--- config.mk ---
export PLATFORM = sky130hd
export DESIGN_NAME = clk_gate_ctrl_flat
export DESIGN_NICKNAME = d
export VERILOG_FILES = /design/src/rtl/clk_gate_pkg.sv /design/src/rtl/clk_gate_ctrl_if.sv /design/src/rtl/gate_dncnt.sv /design/src/rtl/clk_gate_ctrl.sv /design/src/flat_wrapper.sv
export SDC_FILE = /design/constraint.sdc
export NUM_CORES = 1
export LEC_CHECK = 0
export CAP_MARGIN = 20
export CORE_AREA = 2 2 39 41
export DETAILED_ROUTE_END_ITERATION = 16
export DIE_AREA = 0 0 41 43
export PLACE_DENSITY_LB_ADDON = 0.1
export SLEW_MARGIN = 20
export SYNTH_ARGS = -nofsm -noshare
export SYNTH_HDL_FRONTEND = slang
export SYNTH_SLANG_ARGS = --single-unit
--- constraint.sdc ---
create_clock -name CLK -period 2.05 [get_ports CLK]
set_input_delay 0.3075 -clock CLK [delete_from_list [all_inputs] [get_ports CLK]]
set_output_delay 0.3075 -clock CLK [all_outputs]
set_load 0.03 [all_outputs]
--- src/rtl/clk_gate_pkg.sv ---
// Shared state encodings for the clock-gate enable controller.
package clk_gate_pkg;

    localparam int unsigned STATE_W = 2;

    typedef enum logic [STATE_W-1:0] {
        ST_OFF  = 2'd0,
        ST_WAKE = 2'd1,
        ST_ON   = 2'd2,
        ST_HOLD = 2'd3
    } state_t;

endpackage

--- src/rtl/clk_gate_ctrl_if.sv ---
// Request/status bundle between the requesting domain and the gate controller.
interface clk_gate_ctrl_if;
    import clk_gate_pkg::*;

    logic               REQ;
    logic               BUSY;
    logic               FORCE_ON;
    logic               CLK_EN;
    logic               ACK;
    logic [STATE_W-1:0] STATE;

    modport master (
        output REQ, BUSY, FORCE_ON,
        input  CLK_EN, ACK, STATE
    );

    modport slave (
        input  REQ, BUSY, FORCE_ON,
        output CLK_EN, ACK, STATE
    );
endinterface

--- src/rtl/gate_dncnt.sv ---
// Loadable down-counter shared by the wake settle and idle timeout phases.
// Saturates at 1 so it can never wrap; at_one is registered alongside the count.
module gate_dncnt #(
    parameter int unsigned CNT_W = 4
) (
    input  logic             clk,
    input  logic             rst,
    input  logic             load,
    input  logic [CNT_W-1:0] load_val,
    input  logic             dec,
    output logic             at_one
);

    logic [CNT_W-1:0] cnt;
    logic [CNT_W-1:0] cnt_next;

    // Next count: load has priority, decrement stops at 1.
    always_comb begin
        cnt_next = cnt;
        if (load) begin
            cnt_next = load_val;
        end else if (dec && (cnt > CNT_W'(1))) begin
            cnt_next = cnt - CNT_W'(1);
        end
    end

    // Count register and its at-one flag.
    always_ff @(posedge clk or posedge rst) begin
        if (rst) begin
            cnt    <= '0;
            at_one <= 1'b0;
        end else begin
            cnt    <= cnt_next;
            at_one <= (cnt_next == CNT_W'(1));
        end
    end

endmodule

--- src/rtl/clk_gate_ctrl.sv ---
// Drives CLK_EN of the clock-gate cell: wakes on request, settles before ACK,
// and gates off after a programmable idle timeout.
module clk_gate_ctrl
    import clk_gate_pkg::*;
#(
    parameter int unsigned WAKE_CNT = 2,
    parameter int unsigned IDLE_CNT = 4,
    parameter int unsigned CNT_W    = 4
) (
    input  logic           CLK,
    input  logic           RST,
    clk_gate_ctrl_if.slave bus
);

    localparam int unsigned CNT_MAX = (1 << CNT_W) - 1;

    // Reject zero or out-of-range counts at elaboration.
    if (CNT_W == 0 || WAKE_CNT == 0 || IDLE_CNT == 0 ||
        WAKE_CNT > CNT_MAX || IDLE_CNT > CNT_MAX) begin : g_bad_param
        $error("clk_gate_ctrl: WAKE_CNT/IDLE_CNT must be in 1..2^CNT_W-1 and CNT_W > 0");
    end

    state_t           state;
    logic             clk_en;
    logic             ack;
    logic             active;
    logic             wake_go;
    logic             cnt_load;
    logic [CNT_W-1:0] cnt_load_val;
    logic             cnt_dec;
    logic             at_one;

    // Counter control derived from current state and request inputs.
    always_comb begin
        active       = bus.REQ | bus.BUSY | bus.FORCE_ON;
        wake_go      = bus.REQ | bus.FORCE_ON;
        cnt_load     = 1'b0;
        cnt_load_val = CNT_W'(IDLE_CNT);
        cnt_dec      = 1'b0;
        unique case (state)
            ST_OFF: begin
                cnt_load     = wake_go;
                cnt_load_val = CNT_W'(WAKE_CNT);
            end
            ST_WAKE: cnt_dec  = 1'b1;
            ST_ON:   cnt_load = ~active;
            ST_HOLD: cnt_dec  = ~active;
            default: ;
        endcase
    end

    gate_dncnt #(
        .CNT_W (CNT_W)
    ) u_dncnt (
        .clk      (CLK),
        .rst      (RST),
        .load     (cnt_load),
        .load_val (cnt_load_val),
        .dec      (cnt_dec),
        .at_one   (at_one)
    );

    // State machine with registered CLK_EN and ACK.
    always_ff @(posedge CLK or posedge RST) begin
        if (RST) begin
            state  <= ST_OFF;
            clk_en <= 1'b0;
            ack    <= 1'b0;
        end else begin
            unique case (state)
                ST_OFF: begin
                    ack <= 1'b0;
                    if (wake_go) begin
                        state  <= ST_WAKE;
                        clk_en <= 1'b1;
                    end else begin
                        clk_en <= 1'b0;
                    end
                end
                ST_WAKE: begin
                    clk_en <= 1'b1;
                    // Wake always completes, even if REQ dropped meanwhile.
                    if (at_one) begin
                        state <= ST_ON;
                        ack   <= bus.REQ;
                    end else begin
                        ack <= 1'b0;
                    end
                end
                ST_ON: begin
                    clk_en <= 1'b1;
                    if (!active) begin
                        state <= ST_HOLD;
                        ack   <= 1'b0;
                    end else begin
                        ack <= bus.REQ;
                    end
                end
                ST_HOLD: begin
                    // Activity beats idle expiry; clock is still running so no re-wake.
                    if (active) begin
                        state  <= ST_ON;
                        clk_en <= 1'b1;
                        ack    <= bus.REQ;
                    end else if (at_one) begin
                        state  <= ST_OFF;
                        clk_en <= 1'b0;
                        ack    <= 1'b0;
                    end else begin
                        clk_en <= 1'b1;
                        ack    <= 1'b0;
                    end
                end
                default: begin
                    state  <= ST_OFF;
                    clk_en <= 1'b0;
                    ack    <= 1'b0;
                end
            endcase
        end
    end

    assign bus.CLK_EN = clk_en;
    assign bus.ACK    = ack;
    assign bus.STATE  = state;

endmodule
--- src/flat_wrapper.sv ---
// flat-port wrapper written by rule: the top's interface ports become plain ports
module clk_gate_ctrl_flat import clk_gate_pkg::*;
#(
    parameter int unsigned WAKE_CNT = 2,
    parameter int unsigned IDLE_CNT = 4,
    parameter int unsigned CNT_W    = 4
)
  (CLK, RST, bus_REQ, bus_BUSY, bus_FORCE_ON, bus_CLK_EN, bus_ACK, bus_STATE);
  clk_gate_ctrl_if bus_i ();
  input  logic CLK;
  input  logic RST;
  input wire logic [$bits(bus_i.REQ)-1:0] bus_REQ;
  input wire logic [$bits(bus_i.BUSY)-1:0] bus_BUSY;
  input wire logic [$bits(bus_i.FORCE_ON)-1:0] bus_FORCE_ON;
  output wire logic [$bits(bus_i.CLK_EN)-1:0] bus_CLK_EN;
  output wire logic [$bits(bus_i.ACK)-1:0] bus_ACK;
  output wire logic [$bits(bus_i.STATE)-1:0] bus_STATE;
  assign bus_i.REQ = bus_REQ;
  assign bus_i.BUSY = bus_BUSY;
  assign bus_i.FORCE_ON = bus_FORCE_ON;
  assign bus_CLK_EN = bus_i.CLK_EN;
  assign bus_ACK = bus_i.ACK;
  assign bus_STATE = bus_i.STATE;
  clk_gate_ctrl #(.WAKE_CNT(WAKE_CNT), .IDLE_CNT(IDLE_CNT), .CNT_W(CNT_W)) u_core (.CLK(CLK), .RST(RST), .bus(bus_i));
endmodule
==> results of run 1 <==
==> worst max-delay path: cells and delay by family, from the launching register on <==
| kind | cells | cell delay [ns] |
|---|---|---|
| AO/OA/AOI/OAI | 2 | 0.77 |
| flip-flops | 1 | 0.41 |
| adder cells (fa/ha/maj) | 1 | 0.23 |
| AND/OR/NAND/NOR | 2 | 0.15 |
| buffers and inverters | 1 | 0.12 |
==> layer usage <==
| layer | global-route usage (%) | vias to the layer above | share of wire [%] |
|---|---|---|---|
| li1 | - | 249 | - |
| met1 | 22.22 | 241 | 45 |
| met2 | 25.31 | 6 | 49 |
| met3 | 9.424 | 2 | 4.3 |
| met4 | 8.000 | 0 | 1.6 |
| met5 | 0 | - | 0 |
==> state kept, by name, summed over array words and instances (netlist names) <==
signal	flops
u_core.u_dncnt.cnt	4
u_core.bus.ACK	1
u_core.bus.CLK_EN	1
u_core.u_dncnt.at_one	1
u_core.bus.STATE	2
==> final cells by class <==
cell class	count	area, µm²	area share [%]
Sequential cell	9	225.2	30.25
Inverter	7	26.28	3.529
Clock buffer	4	26.28	3.529
Timing Repair Buffer	8	80.08	10.76
Tap cell	16	20.02	2.689
Multi-Input combinational cell	46	366.6	49.24
==> power by group <==
part	total, mW	switching (mW)	internal (mW)	leakage [nW]
sequential	0.351	0.0839	0.267	0.112
clock	0.130	0.0554	0.0746	0.0150
combinational	0.750	0.415	0.335	0.218
==> logic make-up after synthesis <==
group                    count (synthesis)  synth area share, %
AO/OA/AOI/OAI                           18                25.30
buffers and inverters                    7                4.252
flip-flops                               9                36.44
AND/OR/NAND/NOR                         19                17.21
adder cells (fa/ha/maj)                  6                12.15
multiplexers                             2                3.239
XOR/XNOR                                 1                1.417
==> cell usage after synthesis, drive strengths merged <==
cell type / number / area [µm²]
a31oi: 1 / 6.260
o211a: 1 / 10.01
nand2: 5 / 18.77
a22oi: 1 / 7.510
o31a: 1 / 8.760
nor2: 6 / 22.52
nor3b: 1 / 7.510
a221oi: 1 / 15.01
ha: 6 / 75.07
o32ai: 1 / 8.760
mux2i: 2 / 20.02
o311a: 1 / 11.26
or3: 1 / 6.260
o41ai: 1 / 27.53
a21oi: 3 / 15.01
xnor2: 1 / 8.760
or2: 1 / 6.260
inv: 7 / 26.28
o21bai: 1 / 7.510
a41oi: 1 / 8.760
a221o: 1 / 10.01
and2: 1 / 6.260
o21ai: 4 / 20.01
nor4b: 1 / 23.77
dfrtp: 9 / 225.2
nor3: 3 / 15.01
==> how the worst max path moves through the flow <==
stage,cells after the start,slack (ns),from,end
after floorplan,6,0.29,u_core.bus.STATE[0],u_core.u_dncnt.cnt[1]
after global placement,4,0.03,bus_BUSY,u_core.u_dncnt.cnt[1]
after detailed placement,4,0.05,bus_REQ,u_core.u_dncnt.cnt[1]
after CTS,6,0.25,u_core.bus.STATE[0],u_core.u_dncnt.cnt[1]
after global routing,6,0.11,u_core.bus.STATE[0],u_core.u_dncnt.cnt[1]
final,6,0.26,u_core.u_dncnt.cnt[0],u_core.u_dncnt.cnt[1]
==> metrics by stage <==
stage / std cells / hold WS (ns) / cell area, µm² / worst slack, ns
2_1_floorplan: 62 / 0.1354 / 618.1 / 0.2902
3_3_place_gp: 86 / 0.5800 / 718.2 / 0.03189
3_5_place_dp: 86 / 0.5781 / 718.2 / 0.05013
4_1_cts: 90 / 0.2962 / 744.5 / 0.2507
5_1_grt: 90 / 0.3093 / 744.5 / 0.1128
6_report: 90 / 0.2945 / 744.5 / 0.2589
==> run summary, run 1 <==
Share of the clock period used by the worst path: 87.37%. The power per unit of standard cell area works out to 1654 mW/mm². Number of cells upsized or downsized after cts: 0. In this run the critical register-to-register path is captured at u_core.u_dncnt.cnt[1]. The highest net fanout along the worst path was 4; the worst reg-to-reg setup slack was 0.26 ns. In this run the critical register-to-register path is launched from u_core.u_dncnt.cnt[0]. The slowest stage of the critical path is the sky130_fd_sc_hd__o32ai_1 cell. The tightest min-delay check is of the in -> async type.

Walking the worst path, the cells encountered are inv_1 -> ha_1 -> nor2_1 -> o32ai_1 -> nor3_1 -> a221o_1. For the post-synthesis instance area, the log shows 618.1 µm². The tools report the number of global-route vias before repair as 460. The repair_antennas step left the layout with diodes totalling 0.

The routability congestion estimate from global placement was 0.8000; the arrival time reported for the critical path endpoint was 1.93 ns. After synthesis, flip-flops and latches occupy 36.44% of the total area. The number of clock buffers added by TritonCTS is 3. STA classifies the critical path startpoint as a flip-flop. The most frequent standard cell in the layout excluding fill and tap cells is sky130_fd_sc_hd__dfrtp_1. The run gives 14 as the floorplan row count. The clock-pin slew reported for the worst setup and hold paths after clock tree synthesis is 0.06 ns, and the effective utilization at floorplan is 44.67%.

The count of buffers added on input and output ports is 8. The depth of the worst register-to-register path is 6. The kind of critical path was reg -> reg. The tools report the HPWL after detailed placement as 972.5 µm.

The total number of H-tree levels was 1; the final period demand of the worst path was 1.791 ns. Actual slew at the worst max-slew pin: 0.5777 ns. The detailed router finished its first iteration with 3 violations. IR analysis of the VDD net gives a maximum drop of 0.8476 mV.

The tools report the final number of setup-violating endpoints as 0. Setup repair after global routing left no endpoint under its margin. Measured on the finished design, the core utilization comes to 53.80%.

The top cell types in the final layout, fill and taps aside, are sky130_fd_sc_hd__dfrtp_1, sky130_fd_sc_hd__clkdlybuf4s50_1, sky130_fd_sc_hd__inv_1. Summed over all layers, the global routing overflow is 0. In this run, synthesis produced a sequential element count of 9. In this run the tightest slew margin relative to its limit is 61.37%. Summing internal, switching and leakage power gives 1.231 mW.

The pre-antenna-repair detailed-routing pass consisted of 2 iterations. The tree is rooted in a sky130_fd_sc_hd__clkbuf_4. The logs give 0.007038 ns for the setup skew after layout and 130 for the number of filler cells placed in the layout.

The unique cell type count in the Yosys netlist was 27. Timing would allow up to 558.3 MHz. Hold repair after CTS inserted 0 buffers. The number of nets in the layout was 86. TritonCTS built the clock tree. Dividing the detail-routed via count by the number of cells gives 5.533. The clock passes through at most 2 buffers. Wires add up to 1215 µm. The clock sink count is 9.

The critical path endpoint category is a flip-flop. The largest single stage delay on the critical path is 0.50 ns. For this design the static power due to leakage is 0.3450 nW.

The final count of pins violating max slew was 0; the synthesized netlist net count was 73. Cells with a size suffix above 1 make up 10.81% of the layout. The detailed-route DRC error count is 0. The final sum of negative setup slack was 0 ns.

From left edge to right edge, the die measures 41 µm. Synthesis produced a netlist whose cell count is 62. The run gives 0 as the count of final hold-check violations. The die covers 0.001763 mm². The average instance in the mapped netlist occupies 9.969 µm².

The clock insertion delay at the later pin of the skew report was 0.25 ns. The tools report the initial antenna violation count as 0. The flow ran to the end, and the final reports show no timing, DRC or antenna violations. After floorplanning, the core was sized to cover 0.001384 mm².

The vertical extent of the die is 43 µm. The total of max-cap violations came out at 0. Entering global routing, the biggest net connects 10 pins. During synthesis, Yosys emitted a total of 0 warnings.

In this run the post-CTS setup repair buffer count came out at 0. Dividing the detail-routed wire length by the instance count gives 13.50 µm. Compared with the post-synthesis result, the final layout area differs by 20.45%. Global routing used 18.02% of the available tracks across all layers. STA puts the critical path data required time at 2.19 ns. The count of nets left with antenna violations after detail routing was 0; the vias after detailed routing was 498. The global-route wire length before repair is 2001 µm, and the I/O pin total is 9.
(Power assumes the default switching activity.)
==> run 2: changes to the inputs <==
- SETUP_SLACK_MARGIN: not set -> 0.15
==> run summary, run 2 (synthesis gave the netlist of run 1 again) <==
For this run, the total global-route usage over all layers was measured as 18.02%. The detailed-route vias per instance was 5.533; the floorplan row count was 14. The first global-routing pass estimated 2001 µm of wire.

Clock skew on the completed layout was measured at 0.007038 ns. For the placed instance area, the log shows 718.2 µm². The kind of cell with the highest combined delay along the critical path is compound AO/OA/AOI/OAI gates.

The tools report the share of the core filled with cells as 53.80%. Setup repair after global routing could not meet its margin everywhere. Most frequent standard cell in the layout excluding fill and tap cells: sky130_fd_sc_hd__dfrtp_1.

Routability-driven placement finished with a final weighted congestion of 0.8000. The critical path depth in cells works out to 6. In this run the clock root is driven by a sky130_fd_sc_hd__clkbuf_4. The HPWL after detailed placement was 972.5 µm. For the worst setup path, the data arrival time is 1.93 ns. The tools report the final sum of negative setup slack as 0 ns.

Power spread over the standard cell area amounts to 1654 mW/mm². TritonCTS built the clock tree. The tightest hold path in the finished design has a slack of 0.2945 ns.

The final number of setup-violating endpoints is 0, and the fraction of layout instances using a drive strength above 1 is 10.81%. The actual slew at the worst max-slew pin came out at 0.5777 ns. The logs give 1215 µm for the total wire length and 2 for the detailed-routing iteration count for the pre-antenna-repair pass. Static leakage power: 0.3450 nW.

The die covers 0.001763 mm². The depth of the worst register-to-register path is 6, and the final count of pins violating max slew is 0. In this run, the number of DRC markers left after iteration 0 of detailed routing was 3. Based on the critical path, the design can be clocked at up to 558.3 MHz. Overall power consumption after layout is estimated at 1.231 mW. Before CTS, the worst setup slack after placement is 0.05013 ns.

The area growth from synthesis to layout is 20.45%. CTS saw 9 sinks. The kind of critical path was reg -> reg. The top cell types in the final layout, fill and taps aside, are sky130_fd_sc_hd__dfrtp_1, sky130_fd_sc_hd__clkdlybuf4s50_1, sky130_fd_sc_hd__inv_1. The clock insertion delay at the later pin of the skew report came out at 0.25 ns. For this run the aggregate overflow at the end of global routing stands at 0. Across the VDD grid, the largest voltage drop is 0.8476 mV.

Ranked by flip-flop count, first place goes to u_core.u_dncnt.cnt. Entering global routing, the biggest net connects 10 pins. The run finished with clean final reports.

The logs give 0.2589 ns for the final setup slack of the worst path and 9 for the I/O pin total. The clock-pin slew reported for the worst setup and hold paths after clock tree synthesis came out at 0.06 ns. STA classifies the critical path startpoint as a flip-flop. The initial antenna violation count was 0; the routed wire length per instance was 13.50 µm. The number of filler cells placed in the layout came out at 130.

The number of global-route vias before repair is 460. The worst setup path is captured at a flip-flop. The count of nets left with antenna violations after detail routing came out at 0.

Effective utilization at floorplan: 44.67%. Along the worst path, the maximum fanout reaches 4. The count of buffer and inverter cells on the critical path was 1.

The maximum buffer depth of the clock tree came out at 2. The post-placement cell count is 86. For the number of nets in the layout, the log shows 86.

At the worst endpoint, the required time is 2.19 ns. The largest single stage delay on the critical path is 0.50 ns. The count of final hold-check violations is 0, and the final period demand of the worst path is 1.791 ns. For the vias after detailed routing, the log shows 498.

After the flow finishes, the layout carries non-filler instances totaling 90. The critical path goes through inv_1 -> ha_1 -> nor2_1 -> o32ai_1 -> nor3_1 -> a221o_1. The headroom to the max-slew limit was 61.37%; the total number of H-tree levels was 1.

The number of buffers added on ports works out to 8. The number of gates resized after CTS was 0. The number of flip-flops in the largest register is 4, and the area inside the core boundary is 0.001384 mm². The final critical path takes up 87.37% of the cycle. Vertical extent of the die: 43 µm.

Across the run, the number of max-cap violations was 0. The repair_antennas step left the layout with diodes totalling 0. The min-delay analysis places its worst path in the category in -> async. In this run, CTS created clock tree buffers numbering 3.

The die width is 41 µm. The largest individual stage delay along the critical path comes from the cell sky130_fd_sc_hd__o32ai_1. The detailed-route DRC error count is 0. The post-route cell area is 744.5 µm².
run 2: cell counts in the layout (fill, tap and decap cells not counted):
No cell type changed its count.
run 2: path summary, 6_finish.rpt:
path,to,from,slack (ns)
setup / recovery,u_core.u_dncnt.cnt[1],u_core.u_dncnt.cnt[0],0.26
hold / removal,u_core.u_dncnt.cnt[3],RST,0.29
setup reg to reg,u_core.u_dncnt.cnt[1],u_core.u_dncnt.cnt[0],0.26
hold reg to reg,u_core.bus.ACK,u_core.u_dncnt.at_one,0.61
max in group asynchronous,u_core.bus.STATE[1],RST,1.52
min in group CLK,u_core.bus.ACK,u_core.u_dncnt.at_one,0.61
run 2: final cells by class:
type	instances	area (µm²)	area share [%]
clock buffers	4	26.28	3.529
repair buffers	8	80.08	10.76
well taps	16	20.02	2.689
inverters	7	26.28	3.529
multi-input cells	46	366.6	49.24
flip-flops and latches	9	225.2	30.25
run 2: timing repair:
item	4_1_cts	5_1_grt
endpoints found under the setup margin	0	1
hold buffers	0	0
buffers inserted	0	0
run 2: layer usage:
| layer | routed length (µm) | share of wire (%) | vias to the layer above | GRT usage, % |
|---|---|---|---|---|
| met1 | 543 | 45 | 241 | 22.22 |
| met4 | 20 | 1.6 | 0 | 8.000 |
| met2 | 598 | 49 | 6 | 25.31 |
| met3 | 52 | 4.3 | 2 | 9.424 |
| met5 | 0 | 0 | - | 0 |
| li1 | - | - | 249 | - |
run 2: where the power goes:
group | leakage, nW | total, mW | switching, mW | internal, mW
Combinational | 0.218 | 0.750 | 0.415 | 0.335
Sequential | 0.112 | 0.351 | 0.0839 | 0.267
Clock | 0.0150 | 0.130 | 0.0554 | 0.0746
